**src/rtl/pipe_sel_reg.sv**
```systemverilog
`default_nettype none
// ============================================================================
// Module      : pipe_sel_reg
// Description : One-stage registered N:1 data selector with flush, stall and a
//               saturating start-up bubble counter that can zero early loads.
// Revision    : 1.0 - initial release
// ============================================================================
module pipe_sel_reg #(
    parameter int WIDTH         = 64,
    parameter int NUM_IN        = 4,
    parameter int BUBBLE_CYCLES = 1,
    localparam int SEL_W        = (NUM_IN > 2) ? $clog2(NUM_IN) : 1
) (
    input  logic                      clk,
    input  logic                      rst_n,
    input  logic [NUM_IN*WIDTH-1:0]   data_in,
    input  logic [SEL_W-1:0]          sel,
    input  logic                      flag,
    input  logic                      in_valid,
    input  logic                      stall,
    input  logic                      flush,
    output logic [WIDTH-1:0]          result,
    output logic                      out_valid,
    output logic                      bubble_active
);

    localparam logic [7:0] C_BUBBLE_MAX = 8'(BUBBLE_CYCLES);

    logic [WIDTH-1:0] result_q, result_d;
    logic             out_valid_q, out_valid_d;
    logic [7:0]       bubble_cnt_q, bubble_cnt_d;
    logic [WIDTH-1:0] w_sel_data;
    logic             w_bubble_active;

    assign w_bubble_active = (bubble_cnt_q < C_BUBBLE_MAX);

    // Out-of-range selects fall through to the zero default.
    always_comb begin
        w_sel_data = '0;
        for (int k = 0; k < NUM_IN; k++) begin
            if (sel == SEL_W'(k)) begin
                w_sel_data = data_in[k*WIDTH +: WIDTH];
            end
        end
    end

    always_comb begin
        result_d     = result_q;
        out_valid_d  = out_valid_q;
        bubble_cnt_d = bubble_cnt_q;
        if (flush) begin
            result_d    = '0;
            out_valid_d = 1'b0;
        end else if (!stall) begin
            if (in_valid) begin
                out_valid_d = 1'b1;
                result_d    = (flag && w_bubble_active) ? '0 : w_sel_data;
                if (w_bubble_active) begin
                    bubble_cnt_d = bubble_cnt_q + 8'd1;
                end
            end else begin
                out_valid_d = 1'b0;
            end
        end
    end

    always_ff @(posedge clk or negedge rst_n) begin
        if (!rst_n) begin
            result_q     <= '0;
            out_valid_q  <= 1'b0;
            bubble_cnt_q <= 8'd0;
        end else begin
            result_q     <= result_d;
            out_valid_q  <= out_valid_d;
            bubble_cnt_q <= bubble_cnt_d;
        end
    end

    assign result        = result_q;
    assign out_valid     = out_valid_q;
    assign bubble_active = w_bubble_active;

endmodule
`default_nettype wire
```
**config.mk**
```make
export PLATFORM = sky130hd
export DESIGN_NAME = pipe_sel_reg
export DESIGN_NICKNAME = d
export VERILOG_FILES = /design/src/rtl/pipe_sel_reg.sv
export SDC_FILE = /design/constraint.sdc
export NUM_CORES = 1
export LEC_CHECK = 0
export ABC_AREA = 1
export ABC_CLOCK_PERIOD_IN_PS = 4200
export BUFFER_PORTS_ARGS = -buffer_cell sky130_fd_sc_hd__buf_2
export CAP_MARGIN = 30
export CELL_PAD_IN_SITES_DETAIL_PLACEMENT = 1
export CELL_PAD_IN_SITES_GLOBAL_PLACEMENT = 2
export CORE_MARGIN = 8
export CORE_UTILIZATION = 22
export CTS_CLUSTER_SIZE = 14
export DETAILED_ROUTE_END_ITERATION = 12
export PLACE_DENSITY = 0.86
export SYNTH_ARGS = -nofsm -noshare
export SYNTH_HDL_FRONTEND = slang
export SYNTH_SLANG_ARGS = --single-unit
```
**constraint.sdc**
```tcl
create_clock -name clk -period 4.2 [get_ports clk]
set_input_delay 0.63 -clock clk [delete_from_list [all_inputs] [get_ports clk]]
set_output_delay 0.63 -clock clk [all_outputs]
set_load 0.05 [all_outputs]
```
# Word level (Yosys, flattened, before mapping)
# Cells that the tools add are included.
# op_classes
add_sub_neg	1
n_reduce_logical	5
n_eq_ne	4
order_cmp	1
bitwise	2
mux	11
# op_table
operator	count
two-way mux 64 bit	8
adder 8 x 1 -> 8 bit, second input constant	1
< comparator 8 x 1 -> 1 bit, second input constant	1
== test 2 bit, second input constant	2
AND reduction 4 bit	1
two-way mux 1 bit	3
== test 2 x 1 -> 1 bit, second input constant	1
logical NOT 2 bit	1
inequality test 2 x 1 -> 1 bit, second input constant	1
inverter 1 bit	2
AND reduction 2 bit	1
nonzero test 2 bit	1
logical AND 1 bit	1
# word_totals
elab_cells	27
register_bits	73

# Depth between registers and ports, before layout
# Gate-level depths: netlist of the first run.
# depth
word_depth	9
mapped_depth	9

# Least setup slack after synthesis of the first run
# No wires, ideal clock.
# synth_timing
path_type	register to output
startpoint	register bubble_cnt_q[0]
endpoint	output port bubble_active
path_stages_with_launch	5
required_ns	3.570
arrival_time_ns	1.883
path_slack_ns	1.687
n_path_buf	0
path_cell_list	dfrtp_1 -> inv_1 -> ha_1 -> nand2_1 -> nor3_1
# synth_between
elab_chain_len	1
# synth_lines
item	line	rtl
from (decl)	31	logic [7:0] bubble_cnt_q, bubble_cnt_d;
from (signal assigned)	75	bubble_cnt_q <= bubble_cnt_d;
< comparator 8 x 1 -> 1 bit	35	assign w_bubble_active = (bubble_cnt_q < C_BUBBLE_MAX);
to (decl)	24	output logic bubble_active
# Every way passes these cells.

# Final worst setup path of the first run
# Ends and elaborated chain as after synthesis.

==> key figures, run 1 <==
Yosys
  – Synth Area in Compound Gates: 3.49%
  – Cell Area, Synth: 5120 sq um
  – Synth Instances: 837
  – Post-synthesis mux area share: 0%
  – Yosys cell types: 17
  – Avg Cell Area, Syn: 6.12 sq um
  – Yosys warning count: 0
  – Sequential share of the synthesized area: 35.7%
  – Syn_nets: 1,103
  – Synthesized-area fraction occupied by adder cells: 0.489%
  – Main combinational cell family by area after synthesis: simple AND/OR/NAND/NOR gates
  – Simple logic cell fraction of the synthesized area: 49.3%
  – XOR/XNOR share of the synthesized area: 0%
  – Post-synthesis register bit count: 73

GRT
  – Largest net degree at the start of global routing: 65
  – Antenna violations before repair: 2
  – Global-route wire length before repair: 37.8 mm
  – Total grt overflow: 0
  – Global Route Usage Sum: 16.8%
  – Vias in the first global route: 6,689

Drt
  – Routed WL per cell: 17.0 microns
  – DRT iter0 DRCs: 245
  – Pre-antenna DRT Iters: 4
  – Via count of the routed design: 6,336
  – Final antenna-violating net count: 0
  – DRC viols: 0
  – Vias/cell: 4.36
  – Final wirelength: 24.7 mm

Timing
  – Setup tns final: 0 ps
  – RSZ-0062 raised after global routing: false
  – Fin crit share: 59.9%
  – Fmax: 0.397 GHz
  – Worst-margin pin slew: 984 ps
  – Clock skew: 16.0 ps
  – Fin. Hold Viols: 0
  – Worst slew margin: 34.2%
  – Setup ws final: 1680 ps
  – Fin crit period: 2520 ps
  – Setup violations, final: 0
  – Final Max Slew Viols: 0

Setup path
  – Setup CP Type: reg2out
  – Crit-path max FO: 5
  – CP Cell Sequence: inv_1 > ha_1 > nand2_1 > nor3_1 > buf_2
  – Critical path launch point type: register
  – Slowest stage delay, CP: 460 ps
  – WP data arrival: 1890 ps
  – CP max stage cell: nor3_1
  – Reg2Reg Depth: 8
  – CP required: 3570 ps
  – Critical Path End Type: output port
  – R2R Setup Slk: 1930 ps

Die
  – Die area: 28,400 sq um
  – Initial Util: 22.1%
  – Core area: 23,200 sq um
  – I/O pin cnt: 330
  – # rows: 56
  – Die H: 169 microns
  – Die W: 169 microns

Clocking
  – Clock Latency Late Sink: 350 ps
  – Clk pin slew, worst setup/hold paths: 80 ps
  – Hold_buf cts: 0
  – Clk buf depth: 2
  – CTS resizes: 0
  – CTS Buf Count: 9
  – Postcts setup bufs: 0
  – Clock sink count: 73
  – H-tree depth: 3
  – Clock Tree Root: clkbuf_16
  – CTS tree: built

Power and ir drop
  – Worst VDD drop: 0.124 mV
  – Final Power: 2.11 mW
  – Pwr/cell area: 288 nW/um^2
  – Static leakage power: 4.48 nW

Placed design
  – Place WS: 1670 ps
  – Routability Congestion: 0.807
  – Placed cell count: 1,435
  – # port buffers: 329
  – Detailed placer's ending HPWL: 18.8 mm

Worst hold path
  – Hold Path Class: in2async

Layout
  – Layout net count: 1,393
  – Area grow syn2layout: 42.8%
  – Share of layout cells above drive strength 1: 32.4%
  – Final cell count without fillers: 1,453

Run status
  – Status: finished, final reports clean

Job
  – Max Cap Viol: 0
-- state kept, by name, summed over array words and instances, names as in the netlist --
signal and flops:
result 64, out_valid 1, bubble_cnt_q 8
-- Yosys cell counts (all sizes together) --
library cell / instances / share of area, %
a21oi: 1 / 0.17
buf: 33 / 3.7
nand2: 298 / 22
inv: 73 / 5.4
dfrtp: 73 / 36
nand3: 134 / 13
nor3: 1 / 0.098
nand3b: 29 / 4.3
nor2: 132 / 10
clkbuf: 27 / 2.0
o21ai: 34 / 3.3
ha: 2 / 0.49
-- through the flow --
step	area, sq um	utilization, %	hold WS [ps]
final	7310	31.5	247
after global routing	7310	31.5	280
after CTS	7310	31.5	259
after detailed placement	7020	30.3	368
after global placement	6970	30.1	365
after floorplan	5120	-	334
-- layer usage --
layer | GRT usage (%) | routed length (microns) | up-vias
met4 | 5.05 | 392 | 0
met3 | 4.19 | 1400 | 20
met2 | 29.1 | 12300 | 166
met5 | 0 | 0 | -
met1 | 20.3 | 10700 | 2972
li1 | - | - | 3178
-- power by group --
| group | internal [mW] | leakage (nW) | total (mW) | switching (mW) |
|---|---|---|---|---|
| clock network | 0.413 | 0.135 | 0.773 | 0.361 |
| logic | 0.197 | 3.36 | 0.576 | 0.379 |
| registers | 0.738 | 0.988 | 0.758 | 0.0195 |
-- final timing paths --
path                                  from              end
max reg2reg                bubble_cnt_q[0]       result[63]
min                                  rst_n  bubble_cnt_q[7]
min reg2reg                bubble_cnt_q[5]  bubble_cnt_q[5]
max                        bubble_cnt_q[0]    bubble_active
min in group clk           bubble_cnt_q[5]  bubble_cnt_q[5]
max in group asynchronous            rst_n       result[42]
-- cell usage in the layout, fill, tap and decap left out --
master / netlist / layout
buf_12: 0 / 2
dfrtp_1: 73 / 73
nand3b_1: 29 / 29
inv_8: 0 / 1
inv_6: 0 / 3
o21ai_1: 34 / 34
clkinvlp_4: 0 / 2
diode_2: 0 / 2
inv_1: 67 / 67
nand3_2: 0 / 2
clkinv_4: 0 / 1
nand3_1: 134 / 132
buf_2: 24 / 328
nor2_4: 2 / 2
clkbuf_16: 0 / 9
nor2_1: 130 / 130
buf_16: 0 / 1
a21oi_4: 0 / 1
ha_1: 2 / 2
nand2_4: 0 / 1
nand2_1: 298 / 297
inv_2: 6 / 6
buf_4: 2 / 8
nor3_1: 1 / 1
-- area by class of cell --
cell class	instances	area (sq um)
timing repair buffer	339	1770
clock buffer	9	225
antenna	2	5.00
clock inverter	7	61.3
tap	319	399
multi-input combinational	631	2750
sequential	73	1830
fill	3087	15900
inverter	73	274
-- worst max-delay path: cells and delay by family (launching register included) --
kind / cells / cell delay (ps)
flops: 1 / 410
buf+inv: 2 / 470
simple gates: 2 / 530
fa+ha+maj: 1 / 140
-- logic make-up after synthesis --
| kind of cell | after synthesis |
|---|---|
| adder cells (fa/ha/maj) | 2 |
| buffers and inverters | 133 |
| flip-flops | 73 |
| AND/OR/NAND/NOR | 594 |
| AO/OA/AOI/OAI | 35 |
Power figures use the tool's default switching activity.
==> run 2: changes to the inputs <==
--- a/config.mk
+++ b/config.mk
@@ -6,16 +6,16 @@
 export NUM_CORES = 1
 export LEC_CHECK = 0
 export ABC_AREA = 1
-export ABC_CLOCK_PERIOD_IN_PS = 4200
+export ABC_CLOCK_PERIOD_IN_PS = 2300
 export BUFFER_PORTS_ARGS = -buffer_cell sky130_fd_sc_hd__buf_2
 export CAP_MARGIN = 30
 export CELL_PAD_IN_SITES_DETAIL_PLACEMENT = 1
 export CELL_PAD_IN_SITES_GLOBAL_PLACEMENT = 2
 export CORE_MARGIN = 8
-export CORE_UTILIZATION = 22
+export CORE_UTILIZATION = 18
 export CTS_CLUSTER_SIZE = 14
 export DETAILED_ROUTE_END_ITERATION = 12
-export PLACE_DENSITY = 0.86
+export PLACE_DENSITY = 0.75
 export SYNTH_ARGS = -nofsm -noshare
 export SYNTH_HDL_FRONTEND = slang
 export SYNTH_SLANG_ARGS = --single-unit
==> constraint.sdc (replaced) <==
create_clock -name clk -period 2.3 [get_ports clk]
set_input_delay 0.345 -clock clk [delete_from_list [all_inputs] [get_ports clk]]
set_output_delay 0.345 -clock clk [all_outputs]
set_load 0.05 [all_outputs]
==> key figures, run 2 (synthesis results as in run 1) <==
Timing
  – Fmax: 0.497 GHz
  – Final Max Slew Viols: 0
  – Setup violations, final: 0
  – Worst-margin pin slew: 641 ps
  – Fin. Hold Viols: 0
  – Clock skew: 10.3 ps
  – Hold Slack: 276 ps
  – Worst slew margin: 57.2%
  – Setup ws final: 286 ps
  – RSZ-0062 raised after global routing: false
  – Fin crit share: 87.5%
  – Fin crit period: 2010 ps
  – Setup tns final: 0 ps

Clocking
  – H-tree depth: 3
  – Clk buf depth: 2
  – Clk pin slew, worst setup/hold paths: 70 ps
  – CTS tree: built
  – Clock sink count: 73
  – Postcts setup bufs: 0
  – Clock Latency Late Sink: 340 ps
  – Hold_buf cts: 1
  – Clock Tree Root: clkbuf_16
  – CTS Buf Count: 9
  – CTS resizes: 0

Setup path
  – CP Cell Sequence: inv_1 > ha_1 > nand2_1 > nor3_2 > buf_2
  – CP max stage cell: dfrtp_1
  – Crit path max-delay family: buffers and inverters
  – CP bufs+invs: 2
  – RR Startpoint: bubble_cnt_q[0]
  – Setup CP Type: reg2out
  – Critical path launch point type: register
  – Reg2reg end: result[57]
  – Slowest stage delay, CP: 390 ps
  – WP data arrival: 1670 ps
  – R2R Setup Slk: 820 ps
  – Critical Path End Type: output port
  – CP required: 1960 ps
  – Crit-path max FO: 5
  – Reg2Reg Depth: 8

Placed design
  – Dpl cell area: 7200 sq um
  – # port buffers: 329
  – Routability Congestion: 0.824
  – Placed cell count: 1,500
  – Detailed placer's ending HPWL: 19.9 mm
  – Place WS: 368 ps

Worst hold path
  – Hold EP: out_valid
  – Worst Hold Path Cells: 3
  – Hold Path Class: in2reg
  – Worst hold start: stall

Power and ir drop
  – P_int: 2.82 mW
  – Static leakage power: 4.58 nW
  – NetSw: 1.35 mW
  – Pwr/cell area: 551 nW/um^2
  – Logic pwr share: 25.8%
  – Worst VDD drop: 0.271 mV
  – Clk network pwr share: 41.0%
  – Sequential power share: 33.1%
  – Final Power: 4.17 mW
  – Switching Share: 32.5%

GRT
  – Antenna violations before repair: 3
  – Total grt overflow: 0
  – Vias in the first global route: 7,013
  – Largest net degree at the start of global routing: 65
  – Global Route Usage Sum: 15.0%
  – Global-route wire length before repair: 40.0 mm

Die
  – Die area: 34,100 sq um
  – Core area: 27,900 sq um
  – Initial Util: 18.3%
  – Die H: 185 microns
  – Die W: 185 microns
  – # rows: 61
  – I/O pin cnt: 330

Layout
  – Most frequent cells in the layout: buf_2, nand2_1, nand3_1
  – Fill count: 3,672
  – Area grow syn2layout: 47.8%
  – Share of layout cells above drive strength 1: 32.8%
  – Design Area, Final: 7570 sq um
  – Layout net count: 1,400
  – Final cell count without fillers: 1,519
  – Util after Layout: 27.1%
  – Reg area: 1830 sq um
  – Multi-input logic area: 2760 sq um
  – Number of flip-flops under the largest register name: 64
  – Commonest non-fill, non-tap cell in the layout: buf_2

Drt
  – Final wirelength: 26.0 mm
  – DRC viols: 0
  – Routed WL per cell: 17.1 microns
  – DRT iter0 DRCs: 172
  – Via count of the routed design: 6,363
  – Final antenna-violating net count: 0
  – Pre-antenna DRT Iters: 4
  – Vias/cell: 4.19

Run status
  – Status: finished, final reports clean

Job
  – Max Cap Viol: 0
-- run 2: layout make-up --
class,instances,area share [%]
repair buffers,346,24.8
multi-input cells,631,36.4
inverters,73,3.62
clock inverters,6,1.52
well taps,378,6.25
diodes,2,0.0661
clock buffers,10,3.16
flip-flops and latches,73,24.1
-- run 2: routing by layer --
metal | track usage [%] | up-vias | share of wire (%)
li1 | - | 3189 | -
met1 | 17.1 | 2982 | 41
met2 | 27.4 | 167 | 52
met3 | 3.54 | 23 | 6.0
met4 | 4.42 | 2 | 1.6
met5 | 0 | - | 0.050
-- run 2: how the worst max path moves through the flow --
stage	start	endpoint	slack, ps	cells after the start
detailed placement	stall	bubble_cnt_q[0]	370	8
finish	bubble_cnt_q[0]	bubble_active	290	5
global placement	flush	bubble_cnt_q[1]	360	8
global route	bubble_cnt_q[0]	bubble_active	90	5
CTS	bubble_cnt_q[0]	bubble_active	250	5
floorplan	bubble_cnt_q[0]	bubble_cnt_q[0]	530	7
-- run 2: tightest hold or removal path, cell delays in order --
cell and delay (ps):
buf_2 90, nand3_1 70, nand2_1 70
-- run 2: power groups by stage --
stage / clock network [mW] / logic [mW] / registers [mW]
6_report: 1.71 / 1.08 / 1.38
3_3_place_gp: 0 / 1.09 / 1.40
3_5_place_dp: 0 / 1.10 / 1.41
4_1_cts: 1.77 / 1.11 / 1.38
5_1_grt: 1.82 / 1.19 / 1.39
2_1_floorplan: 0 / 0.370 / 1.64
==> run 3: changes to the inputs <==
--- a/config.mk
+++ b/config.mk
@@ -6,16 +6,16 @@
 export NUM_CORES = 1
 export LEC_CHECK = 0
 export ABC_AREA = 1
-export ABC_CLOCK_PERIOD_IN_PS = 2300
+export ABC_CLOCK_PERIOD_IN_PS = 2000
 export BUFFER_PORTS_ARGS = -buffer_cell sky130_fd_sc_hd__buf_2
 export CAP_MARGIN = 30
 export CELL_PAD_IN_SITES_DETAIL_PLACEMENT = 1
 export CELL_PAD_IN_SITES_GLOBAL_PLACEMENT = 2
 export CORE_MARGIN = 8
-export CORE_UTILIZATION = 18
+export CORE_UTILIZATION = 20
 export CTS_CLUSTER_SIZE = 14
 export DETAILED_ROUTE_END_ITERATION = 12
-export PLACE_DENSITY = 0.75
+export PLACE_DENSITY = 0.79
 export SYNTH_ARGS = -nofsm -noshare
 export SYNTH_HDL_FRONTEND = slang
 export SYNTH_SLANG_ARGS = --single-unit
==> constraint.sdc (replaced) <==
create_clock -name clk -period 2 [get_ports clk]
set_input_delay 0.3 -clock clk [delete_from_list [all_inputs] [get_ports clk]]
set_output_delay 0.3 -clock clk [all_outputs]
set_load 0.05 [all_outputs]
==> key figures, run 3 (synthesis results as in run 1) <==
Die
  – I/O pin cnt: 330
  – Die W: 176 microns
  – # rows: 58
  – Die area: 31,000 sq um
  – Die H: 176 microns
  – Core area: 25,200 sq um
  – Initial Util: 20.3%

Layout
  – Share of layout cells above drive strength 1: 33.0%
  – Area grow syn2layout: 47.7%
  – Commonest non-fill, non-tap cell in the layout: buf_2
  – Most frequent cells in the layout: buf_2, nand2_1, nand3_1
  – Layout net count: 1,404
  – Number of flip-flops under the largest register name: 64
  – Util after Layout: 30.0%

Timing
  – Worst-margin pin slew: 478 ps
  – Clock skew: 5.52 ps
  – Worst slew margin: 68.2%
  – Fin crit period: 1850 ps
  – Setup violations, final: 0
  – Fin crit share: 92.6%
  – Fmax: 0.540 GHz
  – Fin. Hold Viols: 0
  – RSZ-0062 raised after global routing: false
  – Final Max Slew Viols: 0
  – Setup tns final: 0 ps

Setup path
  – Slowest stage delay, CP: 400 ps
  – Critical Path End Type: output port
  – Crit-path max FO: 5
  – Setup CP Type: reg2out
  – CP max stage cell: dfrtp_1
  – CP bufs+invs: 2
  – CP Cell Sequence: inv_1 > ha_1 > nand2_1 > nor3_4 > buf_4
  – Crit path max-delay family: flip-flops
  – Critical path launch point type: register
  – CP required: 1700 ps
  – WP data arrival: 1550 ps

Drt
  – Final wirelength: 25.7 mm
  – Final antenna-violating net count: 0
  – Via count of the routed design: 6,426
  – Routed WL per cell: 17.4 microns
  – Vias/cell: 4.35
  – DRT iter0 DRCs: 248
  – DRC viols: 0
  – Pre-antenna DRT Iters: 5

Job
  – Max Cap Viol: 0

Clocking
  – Clock sink count: 73
  – CTS tree: built
  – Clk pin slew, worst setup/hold paths: 60 ps
  – Clock Tree Root: clkbuf_16
  – CTS Buf Count: 9
  – Postcts setup bufs: 0
  – H-tree depth: 3
  – Clock Latency Late Sink: 340 ps
  – Clk buf depth: 2

Worst hold path
  – Hold Path Class: in2reg

GRT
  – Met2 Use GR: 30.1%
  – GR Util met1: 18.0%
  – Global-route wire length before repair: 39.7 mm
  – Global Route Usage Sum: 16.4%
  – Total grt overflow: 0
  – GR Layer Usage met3: 4.93%
  – Antenna violations before repair: 3
  – Vias in the first global route: 6,968
  – Largest net degree at the start of global routing: 55
  – Global route hottest layer: met2

Run status
  – Status: finished, final reports clean

Placed design
  – Detailed placer's ending HPWL: 19.8 mm
  – # port buffers: 329
  – Routability Congestion: 0.800

Power and ir drop
  – Pwr/cell area: 628 nW/um^2
  – Static leakage power: 4.59 nW
  – Worst VDD drop: 0.362 mV
run 3: cell types whose count changed in the layout (fill, tap and decap cells not counted), sizes merged:
cell,delta
clkbuf,+1
diode,+1
clkinv,-1
buf,+4
run 3: final timing paths:
check,startpoint,endpoint,slack [ps],cells after the start
worst min-delay path,stall,out_valid,250,3
worst max-delay path,bubble_cnt_q[0],bubble_active,150,5
min in group asynchronous,rst_n,result[54],470,2
worst max register to register,bubble_cnt_q[0],result[42],400,8
worst min register to register,bubble_cnt_q[4],bubble_cnt_q[4],380,0
max in group asynchronous,rst_n,result[25],950,3
run 3: report_power, final:
group          internal [mW]  leakage (nW)  switching [mW]  total (mW)
clock                   1.25         0.166           0.670        1.92
sequential              1.55         0.988          0.0402        1.59
combinational          0.436          3.44           0.798        1.23
run 3: metal layers:
metal	wire, microns	share of wire (%)	up-vias
li1	-	-	3197
met1	10400	40	3034
met2	13400	52	173
met3	1640	6.4	20
met4	373	1.4	2
met5	13	0.051	-
run 3: final cells by class:
class	count	area, sq um
Multi-Input combinational cell	631	2770
Tap cell	330	413
Clock inverter	5	103
Antenna cell	3	7.51
Fill cell	3325	17600
Sequential cell	73	1830
Timing Repair Buffer	350	1920
Inverter	73	274
Clock buffer	11	243
run 3: per-stage QoR:
stage	std cells	instance area (sq um)	setup slack [ps]	hold WS, ps	power (mW)
after floorplan	837	5120	230	4.41	2.31
after global placement	1456	7190	373	288	2.87
after detailed placement	1456	7190	353	290	2.88
after CTS	1473	7540	16.1	230	4.85
after global routing	1475	7560	25.8	272	5.02
final	1476	7560	147	250	4.75
run 3: tightest hold or removal path, cell delays in order:
cell	delay [ps]
buf_2	100
nand3_1	80
nand2_1	70
run 3: repair_timing:
item,4_1_cts,5_1_grt
endpoints found under the hold margin,31,0
setup endpoints to repair,0,1
hold buffers,1,0
gates resized for setup,0,3
